File: config.mk
export PLATFORM = sky130hd
export DESIGN_NAME = sample_seq_ctrl
export DESIGN_NICKNAME = d
export VERILOG_FILES = /design/src/rtl/sample_seq_ctrl.sv
export SDC_FILE = /design/constraint.sdc
export NUM_CORES = 1
export LEC_CHECK = 0
export CAP_MARGIN = 15
export CORE_MARGIN = 2
export CORE_UTILIZATION = 55
export CTS_BUF_LIST = sky130_fd_sc_hd__clkbuf_16
export CTS_CLUSTER_DIAMETER = 30
export CTS_CLUSTER_SIZE = 30
export DETAILED_ROUTE_END_ITERATION = 12
export DONT_BUFFER_PORTS = 1
export MAX_ROUTING_LAYER = met4
export PLACE_DENSITY = 0.7
export SYNTH_ARGS = -nofsm -noshare
export SYNTH_HDL_FRONTEND = slang
export SYNTH_SLANG_ARGS = --single-unit
File: constraint.sdc
create_clock -name clk -period 7.45 [get_ports clk]
set_input_delay 1.8625 -clock clk [delete_from_list [all_inputs] [get_ports clk]]
set_output_delay 1.8625 -clock clk [all_outputs]
set_load 0.05 [all_outputs]
File: src/rtl/sample_seq_ctrl.sv
// Multi-segment acquisition sequencer: steps a sampling core through consecutive
// address windows, with range checking, per-segment timeout and abort handling.
module sample_seq_ctrl #(
    parameter int MM_ADDR_WIDTH = 32,
    parameter int SEG_WIDTH     = 16,
    parameter int TMO_WIDTH     = 32
) (
    input  logic                         clk,
    input  logic                         rstn,
    input  logic                         run,
    input  logic                         abort,
    input  logic [MM_ADDR_WIDTH-1:0]     cfg_base_addr,
    input  logic [MM_ADDR_WIDTH-1:0]     cfg_seg_span,
    input  logic [MM_ADDR_WIDTH-1:0]     cfg_limit_addr,
    input  logic [31:0]                  cfg_sample_num,
    input  logic [31:0]                  cfg_pre_sample_num,
    input  logic [SEG_WIDTH-1:0]         cfg_seg_num,
    input  logic [TMO_WIDTH-1:0]         cfg_timeout,
    output logic [MM_ADDR_WIDTH-1:0]     config_start_addr,
    output logic [MM_ADDR_WIDTH-1:0]     config_end_addr,
    output logic [31:0]                  config_sample_num,
    output logic [31:0]                  config_pre_sample_num,
    output logic                         update_config,
    output logic                         sample_start,
    input  logic                         sample_busy,
    input  logic                         sample_done,
    input  logic                         sample_err,
    input  logic                         pkt_info_wr,
    input  logic [2*MM_ADDR_WIDTH-1:0]   pkt_info_data,
    output logic                         busy,
    output logic                         seq_done,
    output logic [1:0]                   err_code,
    output logic [SEG_WIDTH-1:0]         seg_idx,
    output logic [2*MM_ADDR_WIDTH-1:0]   last_pkt_info
);

    localparam int AW = MM_ADDR_WIDTH;
    localparam int XW = MM_ADDR_WIDTH + 2;

    typedef enum logic [2:0] {
        S_IDLE, S_CFG, S_START, S_WAIT_BUSY, S_WAIT_DONE, S_NEXT, S_FINISH
    } state_t;

    state_t                 state;
    logic [AW-1:0]          cur_start;
    logic [AW-1:0]          span_q;
    logic [AW-1:0]          limit_q;
    logic [31:0]            smp_q;
    logic [31:0]            pre_q;
    logic [SEG_WIDTH-1:0]   seg_eff;
    logic [TMO_WIDTH-1:0]   tmo_q;
    logic [TMO_WIDTH-1:0]   tmo_cnt;

    logic [XW-1:0]          chk_start;
    logic [XW-1:0]          chk_end;
    logic [SEG_WIDTH:0]     seg_next;
    logic                   range_bad;
    logic                   last_seg;
    logic                   tmo_hit;

    // Two extra bits keep start+span-1 exact, so a wrap past the address space
    // simply compares greater than the limit.
    always_comb begin
        chk_start = {2'b00, cur_start};
        if (state == S_NEXT)
            chk_start = chk_start + {2'b00, span_q};
        chk_end   = chk_start + {2'b00, span_q} - XW'(1);
        range_bad = chk_end > {2'b00, limit_q};
        seg_next  = {1'b0, seg_idx} + (SEG_WIDTH+1)'(1);
        last_seg  = seg_next >= {1'b0, seg_eff};
        tmo_hit   = (tmo_q != '0) && (tmo_cnt == TMO_WIDTH'(1));
    end

    always_ff @(posedge clk or negedge rstn) begin
        if (!rstn) begin
            state                 <= S_IDLE;
            busy                  <= 1'b0;
            update_config         <= 1'b0;
            sample_start          <= 1'b0;
            seq_done              <= 1'b0;
            err_code              <= '0;
            seg_idx               <= '0;
            config_start_addr     <= '0;
            config_end_addr       <= '0;
            config_sample_num     <= '0;
            config_pre_sample_num <= '0;
            last_pkt_info         <= '0;
            cur_start             <= '0;
            span_q                <= '0;
            limit_q               <= '0;
            smp_q                 <= '0;
            pre_q                 <= '0;
            seg_eff               <= '0;
            tmo_q                 <= '0;
            tmo_cnt               <= '0;
        end else begin
            update_config <= 1'b0;
            sample_start  <= 1'b0;
            seq_done      <= 1'b0;
            if (pkt_info_wr)
                last_pkt_info <= pkt_info_data;

            if (abort && state != S_IDLE) begin
                err_code <= 2'd3;
                // Already reporting completion: just record the abort and retire.
                if (state == S_FINISH) begin
                    busy  <= 1'b0;
                    state <= S_IDLE;
                end else begin
                    seq_done <= 1'b1;
                    state    <= S_FINISH;
                end
            end else begin
                case (state)
                    S_IDLE: begin
                        if (run) begin
                            cur_start <= cfg_base_addr;
                            span_q    <= cfg_seg_span;
                            limit_q   <= cfg_limit_addr;
                            smp_q     <= cfg_sample_num;
                            pre_q     <= cfg_pre_sample_num;
                            seg_eff   <= (cfg_seg_num == '0) ? SEG_WIDTH'(1) : cfg_seg_num;
                            tmo_q     <= cfg_timeout;
                            seg_idx   <= '0;
                            err_code  <= '0;
                            busy      <= 1'b1;
                            state     <= S_CFG;
                        end
                    end
                    // NEXT performs the CFG step for the following segment itself so
                    // that sample_done to update_config stays at two cycles.
                    S_CFG, S_NEXT: begin
                        if (state == S_NEXT && last_seg) begin
                            seq_done <= 1'b1;
                            state    <= S_FINISH;
                        end else begin
                            if (state == S_NEXT) begin
                                seg_idx   <= seg_next[SEG_WIDTH-1:0];
                                cur_start <= chk_start[AW-1:0];
                            end
                            if (range_bad) begin
                                err_code <= 2'd3;
                                seq_done <= 1'b1;
                                state    <= S_FINISH;
                            end else begin
                                config_start_addr     <= chk_start[AW-1:0];
                                config_end_addr       <= chk_end[AW-1:0];
                                config_sample_num     <= smp_q;
                                config_pre_sample_num <= pre_q;
                                update_config         <= 1'b1;
                                state                 <= S_START;
                            end
                        end
                    end
                    S_START: begin
                        sample_start <= 1'b1;
                        tmo_cnt      <= tmo_q;
                        state        <= S_WAIT_BUSY;
                    end
                    S_WAIT_BUSY, S_WAIT_DONE: begin
                        if (tmo_q != '0)
                            tmo_cnt <= tmo_cnt - TMO_WIDTH'(1);
                        if (sample_err) begin
                            err_code <= 2'd1;
                            seq_done <= 1'b1;
                            state    <= S_FINISH;
                        end else if (sample_done) begin
                            state <= S_NEXT;
                        end else if (tmo_hit) begin
                            err_code <= 2'd2;
                            seq_done <= 1'b1;
                            state    <= S_FINISH;
                        end else if (state == S_WAIT_BUSY && sample_busy) begin
                            state <= S_WAIT_DONE;
                        end
                    end
                    S_FINISH: begin
                        busy  <= 1'b0;
                        state <= S_IDLE;
                    end
                    default: begin
                        busy  <= 1'b0;
                        state <= S_IDLE;
                    end
                endcase
            end
        end
    end

endmodule

==> impl_metrics.py <==
metrics = {
    "status": {
        "status": "finished with violations",
        "failed_checks": "slew limit",
    },
    "finish": {
        "fin_util_pct": 66.3,
        "stdcell_count": 3062,
        "nFillCells": 3352,
        "area_delta_synth_final_pct": 18.5,
        "seqCellArea_um2": 11400,
        "nets": 2804,
        "multi_input_area_um2": 11700,
        "layout-drive-gt1-share_pct": 20.7,
        "stdcell_area_um2": 28600,
    },
    "clocking": {
        "cts-buffers-inserted": 103,
        "insertion_delay_ns": 0.63,
        "holdBufCountCts": 0,
        "cts_tree": "yes",
        "cts.clk_slew.worst_paths_ns": 0.05,
        "cts_root_buffer": "clkbuf_16",
        "numClockSinks": 457,
        "cts_buffer_depth": 3,
        "h-tree-depth": 3,
    },
    "logic_synthesis": {
        "synth_top_area_share_pct": 47.4,
        "synth.distinct_cells": 67,
        "avgSynthCellArea_um2": 10.4,
        "ys_async_sr_fraction_pct": 100,
        "synth_most_common_cell": "dfrtp_1",
        "yosys_register_bits": 457,
        "synth.cell_area_um2": 24100,
        "ys.flop_type": "dfrtp_1",
        "synth.top_cells.by_count": "dfrtp_1 (457), o21ai_0 (253), nand2_1 (218)",
        "yosys_warnings": 0,
        "postSynthCellCount": 2331,
        "synth_nets": 2760,
        "ys_seq_area_share_pct": 47.4,
        "synthTopCellsByArea": "dfrtp_1 (47%), mux2_2 (9.6%), ha_1 (7.6%), o21ai_0 (5.2%), nand2_1 (3.4%)",
        "synth_edf_count": 0,
        "yosysTopAreaCell": "dfrtp_1",
    },
    "die": {
        "start_util_pct": 55.9,
        "die_x_um": 214,
        "die_area_um2": 45600,
        "io_pins": 494,
        "die_h_um": 214,
        "core-area_um2": 43200,
        "row_count": 76,
    },
    "drt": {
        "first_pass_iters": 7,
        "routed_wl_mm": 67.5,
        "drc_errors": 0,
        "ant_nets": 0,
        "drtIter0Drc": 1387,
        "vias": 18000,
        "wire_per_inst_um": 22.0,
        "viasPerCell": 5.87,
    },
    "global_routing": {
        "antenna_found_initial": 12,
        "grt.met2_usage_pct": 46.6,
        "gr-usage-met3_pct": 9.49,
        "grt_util_met1_pct": 36.4,
        "gr-max-usage-layer": "met2",
        "grt_overflow": 0,
        "grt_usage_pct": 30.0,
        "grt_pass1_vias": 18200,
        "grt_max_degree": 458,
        "grt_pass1_wl_mm": 103,
    },
    "timing": {
        "drv_slew": 350,
        "worst_pin_slew_ns": 2.64,
        "setup_viol": 0,
        "fmax_mhz": 141,
        "finalHoldViolCount": 0,
        "min_period_ns": 7.10,
        "final.setup.tns_ns": 0,
        "fin_crit_sh_pct": 95.3,
        "skew_ns": 0.0327,
        "slew_headroom_pct": -75.9,
    },
    "critical_path": {
        "worstPathArrival_ns": 7.58,
        "crit_top_cell": "ha_1",
        "slowest_stage": "fa_1",
        "cp_max_fo": 14,
        "reg2reg_depth": 30,
        "start_kind": "register",
        "cp.required_ns": 7.92,
        "critical_path_class": "reg2reg",
        "max_stage_delay_ns": 0.40,
        "cp-end-kind": "register",
    },
    "placed_design": {
        "io_buffers": 0,
        "placed_area_um2": 24800,
        "hpwl_mm": 48.6,
        "place_inst": 2852,
        "gp_congestion": 0.950,
    },
    "job": {
        "cap_viol_max_count": 0,
    },
    "hold_path": {
        "hold_class": "reg2reg",
        "min_path_cells": 1,
    },
}
## critical path: cells and delay by family, from the launching register on
kind / cells / cell delay, ns
AOI/OAI and AO/OA: 13 / 2.90
buffers and inverters: 5 / 0.55
DFF: 1 / 0.38
and+or+nand+nor: 6 / 1.25
adders and majority gates: 5 / 1.56
muxes: 1 / 0.33
## cells by family (layout without fill, tap and decap cells)
family	after synthesis	after routing	share of synthesized area (%)
AO/OA/AOI/OAI	591	591	14.5
XOR/XNOR	71	71	2.65
adder cells (fa/ha/maj)	149	149	7.78
buffers and inverters	282	414	4.62
flip-flops	457	457	47.4
multiplexers	279	279	13.7
other	0	14	0
AND/OR/NAND/NOR	502	502	9.36
## flip-flops by register name, summed over array words and instances, names as in the netlist, 2 cells and up
register and count:
config_sample_num 32, smp_q 32, last_pkt_info 64, span_q 32, config_end_addr 32, config_pre_sample_num 32
seg_idx 16, err_code 2, tmo_cnt 32, seg_eff 16, tmo_q 32, pre_q 32
cur_start 32, state 3, limit_q 32, config_start_addr 32
## through the flow
| step | setup slack [ns] | hold WS, ns |
|---|---|---|
| final | 0.346 | 0.485 |
| after CTS | 0.0513 | 0.488 |
| after global routing | -0.0368 | 0.504 |
| after floorplan | 0.810 | 0.442 |
| after global placement | 0.0341 | 0.455 |
| after detailed placement | -0.0464 | 0.476 |
## worst paths after layout
check,slack [ns],from,endpoint
worst max register to register,0.35,span_q[0],config_sample_num[23]
min in group asynchronous,0.95,rstn,tmo_q[10]
worst min-delay path,0.48,smp_q[13],config_sample_num[13]
max in group asynchronous,4.41,rstn,cur_start[27]
worst min register to register,0.48,smp_q[13],config_sample_num[13]
worst max-delay path,0.35,span_q[0],config_sample_num[23]
## layout by cell type, fill, tap and decap left out, drive strengths merged, types with 47 or more instances in the layout
| cell | instances |
|---|---|
| dfrtp | 457 |
| mux2 | 260 |
| o21ai | 255 |
| nand2 | 218 |
| inv | 190 |
| ha | 147 |
| a21oi | 135 |
| nor2 | 109 |
| clkbuf | 104 |
| clkinv | 47 |
## layer usage
layer	vias up	share of wire, %
met5	-	0
met4	0	3.6
met3	146	8.1
met2	600	48
met1	8814	40
li1	8402	-
## final cells by class
type                            count  share of cell area, %
Clock buffer                      104                   9.09
Multi-Input combinational cell   1592                   40.9
Sequential cell                   457                   40.0
Antenna cell                       14                  0.122
Tap cell                          585                   2.56
Inverter                          178                   2.33
Clock inverter                     89                   3.48
Timing Repair Buffer               43                   1.52
## repair_timing
| item | in CTS | in global routing |
|---|---|---|
| setup buffers | 0 | 2 |
| endpoints found under the setup margin | 32 | 132 |
| pin swaps | 0 | 8 |
| resized for setup | 1 | 30 |
| gates cloned | 0 | 0 |
Power is left out: the tool's default activity adds up to more than one toggle a clock period on the data nets, which glitch-free logic cannot reach.
